`src/rtl/sll_iter_pkg.sv`:
```
// -----------------------------------------------------------------------------
// sll_iter_pkg
//   Shared definitions for the multicycle logical left shifter.
//   - state_t        : FSM state encoding (IDLE / SHIFT)
//   - WIDTH_DEF      : default datapath width
//   - SHAMT_W_DEF    : default shift-amount width
//   - NUM_STAGES     : number of conditional shift stages (one per amount bit)
// -----------------------------------------------------------------------------
package sll_iter_pkg;

  localparam int WIDTH_DEF   = 32;
  localparam int SHAMT_W_DEF = 5;
  localparam int NUM_STAGES  = SHAMT_W_DEF;

  typedef enum logic {
    IDLE  = 1'b0,
    SHIFT = 1'b1
  } state_t;

endpackage : sll_iter_pkg

```
`src/rtl/sll_stage.sv`:
```
// -----------------------------------------------------------------------------
// sll_stage
//   One conditional stage of the left shifter, reused on every cycle of an
//   operation. Purely combinational.
//   Ports:
//     in   : value entering the stage
//     k    : stage index; the stage shifts by 2^k
//     en   : stage enable (the matching bit of the shift amount)
//     out  : en ? in << 2^k : in   (zero filled from the LSB)
//     lost : en and at least one 1 bit left the top of the word
// -----------------------------------------------------------------------------
module sll_stage
  import sll_iter_pkg::*;
#(
  parameter int WIDTH = WIDTH_DEF,
  parameter int K_W   = 3
) (
  input  logic [WIDTH-1:0] in,
  input  logic [K_W-1:0]   k,
  input  logic             en,
  output logic [WIDTH-1:0] out,
  output logic             lost
);

  logic [31:0]      sh;
  logic [WIDTH-1:0] top_mask;

  // NOTE: every output of a combinational block is assigned on every path;
  // a path that leaves one unassigned would infer a latch.
  always_comb begin
    sh       = 32'd1 << k;
    // The top 2^k bits are the ones this stage pushes out of the word.
    top_mask = ~({WIDTH{1'b1}} >> sh);
    out      = en ? (in << sh) : in;
    lost     = en & (|(in & top_mask));
  end

endmodule : sll_stage

```
`src/rtl/sll_iter.sv`:
```
// -----------------------------------------------------------------------------
// sll_iter
//   Multicycle logical left shifter. The shift amount is applied as 16/8/4/2/1
//   conditional stages, one per clock, through a single shared sll_stage.
//   Every operation takes exactly SHAMT_W clocks from acceptance to the
//   data_resultRDY pulse, independent of the amount.
//   Ports:
//     clock          : clock, rising edge
//     reset          : asynchronous, active-high reset
//     ctrl_shift     : start strobe; also restarts an operation in flight
//     A              : operand, sampled only when ctrl_shift is accepted
//     shft_amount    : shift count, sampled with A
//     data_result    : A << shft_amount, held until the next completion
//     data_exception : a 1 bit was shifted out of the top; held with result
//     data_resultRDY : one-cycle pulse when result/exception update
//     busy           : an operation is in flight
// -----------------------------------------------------------------------------
module sll_iter
  import sll_iter_pkg::*;
#(
  parameter int WIDTH   = WIDTH_DEF,
  parameter int SHAMT_W = SHAMT_W_DEF
) (
  input  logic               clock,
  input  logic               reset,
  input  logic               ctrl_shift,
  input  logic [WIDTH-1:0]   A,
  input  logic [SHAMT_W-1:0] shft_amount,
  output logic [WIDTH-1:0]   data_result,
  output logic               data_exception,
  output logic               data_resultRDY,
  output logic               busy
);

  localparam int K_W = (SHAMT_W > 1) ? $clog2(SHAMT_W) : 1;
  localparam logic [K_W-1:0] K_LAST = K_W'(SHAMT_W - 1);

  state_t             state, state_n;
  logic [WIDTH-1:0]   acc, acc_n;
  logic [SHAMT_W-1:0] amt, amt_n;
  logic [K_W-1:0]     k, k_n;
  logic               ovf, ovf_n;
  logic [WIDTH-1:0]   result_n;
  logic               exception_n;
  logic               rdy_n;
  logic               busy_n;

  logic [WIDTH-1:0]   stage_out;
  logic               stage_lost;

  // Stages run from the largest (2^(SHAMT_W-1)) down to 1, so the counter
  // doubles as the index of the amount bit that enables this cycle's stage.
  sll_stage #(
    .WIDTH (WIDTH),
    .K_W   (K_W)
  ) u_stage (
    .in   (acc),
    .k    (k),
    .en   (amt[k]),
    .out  (stage_out),
    .lost (stage_lost)
  );

  always_comb begin
    state_n     = state;
    acc_n       = acc;
    amt_n       = amt;
    k_n         = k;
    ovf_n       = ovf;
    result_n    = data_result;
    exception_n = data_exception;
    rdy_n       = 1'b0;
    busy_n      = busy;

    if (state == SHIFT) begin
      acc_n = stage_out;
      ovf_n = ovf | stage_lost;
      k_n   = k - 1'b1;
      if (k == '0) begin
        result_n    = stage_out;
        exception_n = ovf | stage_lost;
        rdy_n       = 1'b1;
        state_n     = IDLE;
        busy_n      = 1'b0;
      end
    end

    // A start wins over whatever the shift path computed: from IDLE it is a
    // normal accept, mid-operation it aborts, and on the final stage it
    // accepts alongside the completion (result/RDY above are kept).
    if (ctrl_shift) begin
      acc_n   = A;
      amt_n   = shft_amount;
      k_n     = K_LAST;
      ovf_n   = 1'b0;
      state_n = SHIFT;
      busy_n  = 1'b1;
    end
  end

  // NOTE: state registers use non-blocking assignments so every register
  // samples the pre-edge values regardless of statement order.
  always_ff @(posedge clock or posedge reset) begin
    if (reset) begin
      state          <= IDLE;
      acc            <= '0;
      amt            <= '0;
      k              <= '0;
      ovf            <= 1'b0;
      data_result    <= '0;
      data_exception <= 1'b0;
      data_resultRDY <= 1'b0;
      busy           <= 1'b0;
    end else begin
      state          <= state_n;
      acc            <= acc_n;
      amt            <= amt_n;
      k              <= k_n;
      ovf            <= ovf_n;
      data_result    <= result_n;
      data_exception <= exception_n;
      data_resultRDY <= rdy_n;
      busy           <= busy_n;
    end
  end

endmodule : sll_iter

```
`config.mk`:
```
export PLATFORM = sky130hd
export DESIGN_NAME = sll_iter
export DESIGN_NICKNAME = d
export VERILOG_FILES = /design/src/rtl/sll_iter_pkg.sv /design/src/rtl/sll_stage.sv /design/src/rtl/sll_iter.sv
export SDC_FILE = /design/constraint.sdc
export NUM_CORES = 1
export LEC_CHECK = 0
export ABC_AREA = 1
export BUFFER_PORTS_ARGS = -buffer_cell sky130_fd_sc_hd__buf_2
export CAP_MARGIN = 0
export CELL_PAD_IN_SITES_DETAIL_PLACEMENT = 0
export CELL_PAD_IN_SITES_GLOBAL_PLACEMENT = 1
export CORE_MARGIN = 3
export CORE_UTILIZATION = 35
export CTS_BUF_LIST = sky130_fd_sc_hd__clkbuf_2
export CTS_CLUSTER_DIAMETER = 200
export DETAILED_ROUTE_END_ITERATION = 7
export PLACE_DENSITY_LB_ADDON = 0.1
export SYNTH_ARGS = -nofsm -noshare
export SYNTH_HDL_FRONTEND = slang
export SYNTH_SLANG_ARGS = --single-unit
```
`constraint.sdc`:
```
create_clock -name clock -period 7.6 [get_ports clock]
set_input_delay 2.28 -clock clock [delete_from_list [all_inputs] [get_ports clock]]
set_output_delay 2.28 -clock clock [all_outputs]
set_load 0.01 [all_outputs]
```
==> impl_metrics.json, run 1 <==
{
  "ctsHoldBuffers": 0,
  "htreeDepth": 3,
  "cpPeakStageDelay_ns": 0.44,
  "required_ns": 5.32,
  "end_kind": "output port",
  "drt-total-wl_mm": 22.1,
  "synth_seq_cells": 77,
  "drive_gt1_share_pct": 12.7,
  "irDropWorstVdd_v": 0.000174,
  "worst-path-max-fanout": 2,
  "numCtsBuffers": 9,
  "dp.cells": 1129,
  "portBuffers": 74,
  "drt_first_pass_iters": 5,
  "status": "finished clean",
  "post-route-min-period_ns": 3.41,
  "first_global_vias": 6038,
  "initial_core_util_pct": 36.3,
  "first_iter_violations": 648,
  "start_kind": "flip-flop",
  "drv_slew": 0,
  "diodes": 0,
  "path_buf_inv": 1,
  "hold_class": "flip-flop to flip-flop",
  "skew_ns": 0.0352,
  "register_area_mm2": 0.00193,
  "layout.cells.non_filler": 1145,
  "n_fill_cell": 1718,
  "arrival_ns": 1.13,
  "synth_area_leaders": "dfrtp_1, nand2_1, nand3_1",
  "finalSetupTns_ns": 0,
  "fp.coreArea_mm2": 0.0155,
  "grt_max_degree": 78,
  "die_x_um": 133,
  "ant_nets": 0,
  "insertion_delay_ns": 0.54,
  "rsz0062_at_grt": "false",
  "pin_count": 75,
  "clk_path_buf_depth": 2,
  "synth_top_area_cell": "dfrtp_1",
  "yosys.area.top_type_share_pct": 34.2,
  "ys_seq_area_share_pct": 34.2,
  "die_area_mm2": 0.0176,
  "drv_cap": 0,
  "cts_setup_buffers": 0,
  "grt.total_usage_pct": 24.7,
  "netlist_area_mm2": 0.00563,
  "crit_slowest_cell": "dfrtp_1",
  "hold_viol": 0,
  "syn_nets": 934,
  "std_cell_rows": 45,
  "antenna_found_initial": 0,
  "crit_chain": "buf_2",
  "cts_root_buf": "clkbuf_2",
  "crit_family": "flip-flops",
  "die_h_um": 133,
  "finalSetupViolations": 0,
  "grt.overflow.total": 0,
  "ys_warn_count": 0,
  "vias": 6425,
  "p_leak_nw": 3.30,
  "cts.repair.resized": 0,
  "hpwlAfterDp_mm": 16.2,
  "cts.sinks": 77,
  "worst_slew_pin_slew_ns": 0.982,
  "slew_headroom_pct": 34.5,
  "cts_tree": "built",
  "multi_input_area_mm2": 0.00328,
  "path_class": "flip-flop to output port",
  "synth_cell_types": 29,
  "fin_crit_sh_pct": 44.8,
  "grt_pass1_wl_mm": 34.5,
  "syn2layout_area_growth_pct": 9.45,
  "syn_inst": 889,
  "syn_area_per_cell_um2": 6.33,
  "max_freq_ghz": 0.294,
  "via_per_inst": 5.61,
  "place_congestion": 0.960,
  "drcViolationCount": 0,
  "clk_pin_slew_ns": 0.23,
  "power_density_mw_per_mm2": 450,
  "wl_per_cell_um": 19.3,
  "fin_nets": 974
}
==> sequential cells by signal (all words and copies together), names as in the netlist <==
| register | count |
|---|---|
| acc | 32 |
| data_exception | 1 |
| ovf | 1 |
| state | 1 |
| amt | 5 |
| k | 3 |
| data_resultRDY | 1 |
| data_result | 32 |
| busy | 1 |
==> area by class of cell <==
class	instances	share of cell area, %
flip-flops and latches	77	31.3
multi-input cells	712	53.2
clock inverters	7	0.691
clock buffers	9	0.731
well taps	211	4.29
inverters	49	3.05
repair buffers	80	6.75
==> logic make-up (layout without fill, tap and decap cells) <==
family,after synthesis,after routing,share of synthesized area [%]
and+or+nand+nor,612,612,46.9
buffers and inverters,100,145,7.61
DFF,77,77,34.2
AOI/OAI and AO/OA,95,95,10.1
adders and majority gates,5,5,1.11
==> cells in the mapped netlist <==
cell	n
a21oi_1	11
a22oi_1	31
and3_1	1
buf_1	4
buf_2	22
buf_4	4
buf_6	1
clkbuf_1	20
clkinv_1	1
dfrtp_1	77
ha_1	5
inv_1	41
inv_2	6
inv_4	1
nand2_1	355
nand2_2	7
nand2_4	2
nand3_1	219
nand4_1	5
nor2_1	19
nor2_2	1
nor2_4	2
o211ai_1	2
o21ai_0	19
o21ai_1	25
o21ai_2	1
o21bai_1	1
o22ai_1	5
or2_2	1
==> metrics by stage <==
stage | worst slack (ns) | power, mW | hold slack, ns | area [um^2] | util, %
after floorplan | 3.35 | 1.97 | 0.442 | 5630 | -
after global placement | 3.99 | 2.54 | 0.460 | 6070 | 39.2
after detailed placement | 3.97 | 2.54 | 0.459 | 6070 | 39.2
after CTS | 4.15 | 2.73 | 0.509 | 6160 | 39.8
after global routing | 4.02 | 3.01 | 0.528 | 6160 | 39.8
final | 4.19 | 2.77 | 0.503 | 6160 | 39.8
==> layout by cell type, fill, tap and decap left out, drive strengths merged <==
| cell type | count |
|---|---|
| o211ai | 2 |
| nand4 | 5 |
| ha | 5 |
| dfrtp | 77 |
| clkinvlp | 2 |
| nand3 | 219 |
| nand2 | 364 |
| or2 | 1 |
| nor2 | 22 |
| o21ai | 45 |
| and3 | 1 |
| o22ai | 5 |
| o21bai | 1 |
| a21oi | 11 |
| inv | 47 |
| buf | 80 |
| clkbuf | 9 |
| clkinv | 7 |
| a22oi | 31 |
==> tightest hold or removal path: cells and delay by family, from the launching register on <==
| family | cells | cell delay [ns] |
|---|---|---|
| simple gates | 2 | 0.10 |
| flops | 1 | 0.39 |
==> power breakdown <==
group,switching [mW],internal (mW),total [mW]
Clock,0.147,0.0405,0.187
Sequential,0.165,0.558,0.723
Combinational,1.32,0.538,1.86
Total,1.63,1.14,2.77
==> routing by layer <==
| layer | vias to the layer above | GRT usage [%] | wire length, um |
|---|---|---|---|
| li1 | 3043 | - | - |
| met1 | 3028 | 38.7 | 10700 |
| met2 | 323 | 34.2 | 9140 |
| met3 | 31 | 4.30 | 1750 |
| met4 | 0 | 7.56 | 468 |
| met5 | - | 0 | 0 |
==> path summary, 6_finish.rpt <==
path                                   endpoint             from  slack, ns  cells past startpoint
worst max register to register          acc[22]             k[0]       4.21                     15
max in group asynchronous               acc[28]            reset       4.95                      3
min in group asynchronous        data_resultRDY            reset       1.98                      3
worst min-delay path            data_result[16]  data_result[16]       0.50                      2
worst min register to register  data_result[16]  data_result[16]       0.50                      2
worst max-delay path             data_result[3]   data_result[3]       4.19                      1
(Power assumes the default switching activity.)
==> inputs of run 2 (changes only) <==
==> constraint.sdc (replaced) <==
create_clock -name clock -period 3 [get_ports clock]
set_input_delay 0.9 -clock clock [delete_from_list [all_inputs] [get_ports clock]]
set_output_delay 0.9 -clock clock [all_outputs]
set_load 0.01 [all_outputs]
==> run 2 against run 1 <==
Core utilization up 1.2 points. Register-to-register slack worse by 3.9 ns. Critical path type is now flip-flop to flip-flop. Cell count up 1.6%. Non-clock buffer count up 18. Clock power rose to 3.2 times the previous value. Via count up 2.2%. Routed wire length up 7.8%. Count of clock-buffer cells in the layout unchanged. Critical path depth up 11.
==> impl_metrics.json, run 2 (synthesis results as in run 1) <==
{
  "grt_max_degree": 50,
  "wl_per_cell_um": 20.5,
  "cts_tree": "built",
  "htreeDepth": 3,
  "drive_gt1_share_pct": 14.4,
  "r2r_slack_ns": 0.34,
  "first_iter_violations": 794,
  "largestRegisters": "acc: 32 flops, data_result: 32 flops, amt: 5 flops",
  "n_fill_cell": 1743,
  "use_met3_pct": 5.21,
  "fp.coreArea_mm2": 0.0155,
  "drt-total-wl_mm": 23.8,
  "clk_pin_slew_ns": 0.25,
  "via_per_inst": 5.65,
  "portBuffers": 74,
  "pin_count": 75,
  "grt.overflow.total": 0,
  "fin_nets": 992,
  "r2r-start": "k[1]",
  "irDropWorstVdd_v": 0.000350,
  "insertion_delay_ns": 0.57,
  "grt_pass1_wl_mm": 36.8,
  "die_h_um": 133,
  "cts_setup_buffers": 0,
  "first_global_vias": 6218,
  "top_usage_layer": "met1",
  "drt_first_pass_iters": 6,
  "finalSetupViolations": 0,
  "drcViolationCount": 0,
  "r2r_end": "data_result[16]",
  "worst-path-max-fanout": 30,
  "end_kind": "flip-flop",
  "initial_core_util_pct": 36.3,
  "place_congestion": 0.987,
  "skew_ns": 0.0377,
  "status": "finished clean",
  "ctsHoldBuffers": 0,
  "post-route-min-period_ns": 2.66,
  "layout_commonest_cell": "nand2_1",
  "final_cell_mix": "nand2_1, nand3_1, dfrtp_1",
  "die_x_um": 133,
  "max_freq_ghz": 0.376,
  "ant_nets": 0,
  "path_class": "flip-flop to flip-flop",
  "multi_input_area_mm2": 0.00328,
  "p_leak_nw": 3.40,
  "die_area_mm2": 0.0176,
  "register_area_mm2": 0.00193,
  "grt.total_usage_pct": 27.0,
  "clk_path_buf_depth": 2,
  "cts.sinks": 77,
  "std_cell_rows": 45,
  "vias": 6567,
  "critPathCapture": "data_result[16]",
  "hold_class": "primary input to async pin",
  "antenna_found_initial": 2,
  "hpwlAfterDp_mm": 18.0,
  "numCtsBuffers": 9,
  "slew_headroom_pct": 58.1,
  "grt_util_met2_pct": 37.7,
  "use_met1_pct": 41.2,
  "syn2layout_area_growth_pct": 12.6,
  "power_density_mw_per_mm2": 1170,
  "arrival_ns": 3.15,
  "dpl_cell_area_mm2": 0.00622,
  "cts_root_buf": "clkbuf_2",
  "hold_viol": 0,
  "required_ns": 3.49,
  "fin_crit_sh_pct": 88.7,
  "worst_slew_pin_slew_ns": 0.628,
  "finalSetupTns_ns": 0,
  "startpoint": "k[1]",
  "rsz0062_at_grt": "false",
  "start_kind": "flip-flop",
  "finalInstanceArea_mm2": 0.00634,
  "cts.repair.resized": 0,
  "drv_slew": 0,
  "rr_worst_depth": 12,
  "drv_cap": 0
}
-- run 2: through the flow --
stage	hold WS, ns	cells	worst slack (ns)	total power [mW]	util [%]
after floorplan	0.442	889	0.133	4.99	-
after global placement	0.449	1147	0.440	6.77	40.2
after detailed placement	0.460	1147	0.487	6.72	40.2
after CTS	0.254	1162	0.411	7.34	40.9
after global routing	0.287	1163	0.157	8.05	40.9
final	0.305	1163	0.338	7.41	40.9
-- run 2: cell type report --
type,count,area share [%]
clock buffer,9,0.711
sequential,77,30.4
clock inverter,6,1.13
antenna,1,0.0395
timing repair buffer,98,8.88
inverter,49,2.96
tap,211,4.17
multi-input combinational,712,51.7
-- run 2: layer usage --
metal  wire, um  vias up
li1           -     3072
met1      11400     3138
met2       9780      312
met3       1840       43
met4        748        2
met5          7        -
-- run 2: worst min path at each step --
stage	to	slack, ns	cells past startpoint
6_report	data_result[1]	0.31	2
5_1_grt	data_result[0]	0.29	2
4_1_cts	data_result[1]	0.25	2
3_5_place_dp	data_result[13]	0.46	2
3_3_place_gp	busy	0.45	2
2_1_floorplan	amt[1]	0.44	2
-- run 2: worst max-delay path: stages, from the launching register on --
cell and delay [ns]:
dfrtp_1 0.48, inv_1 0.18, ha_1 0.33, nand2_4 0.08
inv_2 0.43, nand3_1 0.19, nand2_1 0.10, nand2_1 0.06
a21oi_1 0.33, o21ai_1 0.16, nand2_1 0.11, nand2_1 0.06
nand2_1 0.08
-- run 2: power by group --
| part | total, mW | internal (mW) | switching [mW] |
|---|---|---|---|
| registers | 1.85 | 1.41 | 0.440 |
| logic | 4.96 | 1.48 | 3.48 |
| clock network | 0.598 | 0.194 | 0.404 |
| total | 7.41 | 3.08 | 4.33 |
==> inputs of run 3 (changes only) <==
--- a/config.mk
+++ b/config.mk
@@ -16,6 +16,7 @@
 export CTS_CLUSTER_DIAMETER = 200
 export DETAILED_ROUTE_END_ITERATION = 7
 export PLACE_DENSITY_LB_ADDON = 0.1
+export SETUP_SLACK_MARGIN = 0.2
 export SYNTH_ARGS = -nofsm -noshare
 export SYNTH_HDL_FRONTEND = slang
 export SYNTH_SLANG_ARGS = --single-unit
==> constraint.sdc (replaced) <==
create_clock -name clock -period 3.3 [get_ports clock]
set_input_delay 0.99 -clock clock [delete_from_list [all_inputs] [get_ports clock]]
set_output_delay 0.99 -clock clock [all_outputs]
set_load 0.01 [all_outputs]
==> run 3 against run 2 <==
Critical path depth is the same. Non-clock buffer count is the same. First-iteration DRC count decreased by 22%. Core utilization grew 0.17 points. Critical path type unchanged. Fmax is essentially flat. Clock power grew 4.3%. Worst hold slack improved by 0.049 ns. Sequential power decreased by 8%.
==> impl_metrics.json, run 3 (synthesis results as in run 1) <==
{
  "drv_cap": 0,
  "clk_path_buf_depth": 2,
  "ctsHoldBuffers": 0,
  "drt-total-wl_mm": 22.6,
  "die_x_um": 133,
  "htreeDepth": 3,
  "wl_per_cell_um": 19.4,
  "cts.repair.resized": 0,
  "final_cell_mix": "nand2_1, nand3_1, dfrtp_1",
  "slew_headroom_pct": 57.6,
  "grt_max_degree": 55,
  "cts.sinks": 77,
  "finalSetupViolations": 0,
  "fin_crit_sh_pct": 80.8,
  "irDropWorstVdd_v": 0.000327,
  "cts_tree": "built",
  "n_fill_cell": 1698,
  "initial_core_util_pct": 36.3,
  "drive_gt1_share_pct": 14.5,
  "cts_root_buf": "clkbuf_2",
  "layout_commonest_cell": "nand2_1",
  "portBuffers": 74,
  "pin_count": 75,
  "status": "finished clean",
  "place_congestion": 0.986,
  "first_global_vias": 6067,
  "p_leak_nw": 3.41,
  "path_class": "flip-flop to flip-flop",
  "cts_setup_buffers": 0,
  "antenna_found_initial": 1,
  "std_cell_rows": 45,
  "ant_nets": 0,
  "drv_slew": 0,
  "drt_first_pass_iters": 6,
  "die_h_um": 133,
  "insertion_delay_ns": 0.59,
  "worst-path-max-fanout": 33,
  "arrival_ns": 3.17,
  "hpwlAfterDp_mm": 17.3,
  "die_area_mm2": 0.0176,
  "first_iter_violations": 623,
  "power_density_mw_per_mm2": 1050,
  "post-route-min-period_ns": 2.66,
  "worst_slew_pin_slew_ns": 0.635,
  "syn2layout_area_growth_pct": 13.1,
  "end_kind": "flip-flop",
  "hold_class": "primary input to async pin",
  "via_per_inst": 5.55,
  "rsz0062_at_grt": "false",
  "hold-worst-slack_ns": 0.354,
  "hold_viol": 0,
  "skew_ns": 0.0404,
  "grt.total_usage_pct": 25.7,
  "drcViolationCount": 0,
  "required_ns": 3.81,
  "max_freq_ghz": 0.375,
  "grt.overflow.total": 0,
  "fp.coreArea_mm2": 0.0155,
  "numCtsBuffers": 9,
  "vias": 6461,
  "grt_pass1_wl_mm": 35.4,
  "start_kind": "flip-flop",
  "finalSetupTns_ns": 0,
  "clk_pin_slew_ns": 0.24,
  "fin_nets": 992,
  "largestRegisters": "acc: 32 flops, data_result: 32 flops, amt: 5 flops"
}
run 3: changes by cell type in the layout (fill, tap and decap cells not counted):
cell,delta
bufinv_16,+1
clkinv_2,+1
inv_6,-1
run 3: path summary, 6_finish.rpt:
check	endpoint	start	slack (ns)	cells past startpoint
hold reg to reg	data_result[13]	data_result[13]	0.51	2
setup reg to reg	data_result[23]	k[1]	0.64	12
hold / removal	busy	reset	0.35	2
max in group asynchronous	data_result[24]	reset	2.29	3
min in group clock	data_result[13]	data_result[13]	0.51	2
setup / recovery	data_result[23]	k[1]	0.64	12
run 3: cell type report:
class                      instances  area [um^2]  share of cell area [%]
clock buffer                       9         45.0                   0.708
inverter                          49          188                    2.95
antenna                            1         2.50                  0.0393
tap                              211          264                    4.15
timing repair buffer              98          563                    8.85
clock inverter                     7         97.6                    1.53
multi-input combinational        712         3280                    51.5
sequential                        77         1930                    30.3
run 3: critical path, cell delays in order (launching register included):
cell	delay (ns)
dfrtp_1	0.48
inv_1	0.18
ha_1	0.31
nand2_4	0.07
inv_2	0.47
nand3_1	0.23
nand3_1	0.15
nand2_1	0.10
a21oi_1	0.25
nand2_1	0.10
nand2_1	0.12
nand2_1	0.07
nand2_1	0.07
run 3: layer usage:
metal | vias up | global-route usage [%] | part of all wire, %
li1 | 3083 | - | -
met1 | 3005 | 37.8 | 47
met2 | 323 | 36.8 | 42
met3 | 50 | 5.02 | 7.3
met4 | 0 | 10.3 | 3.6
met5 | - | 0 | 0
run 3: metrics by stage:
stage	area, um^2	power [mW]	cells	util (%)	worst slack, ns
after floorplan	5630	4.53	889	-	0.343
after global placement	6220	6.05	1147	40.2	0.655
after detailed placement	6220	6.01	1147	40.2	0.686
after CTS	6360	6.65	1163	41.1	0.678
after global routing	6360	7.31	1164	41.1	0.336
final	6360	6.70	1164	41.1	0.635
run 3: power by group:
part | switching, mW | internal [mW]
Combinational | 3.01 | 1.36
Sequential | 0.425 | 1.29
Clock | 0.372 | 0.252
Total | 3.81 | 2.89
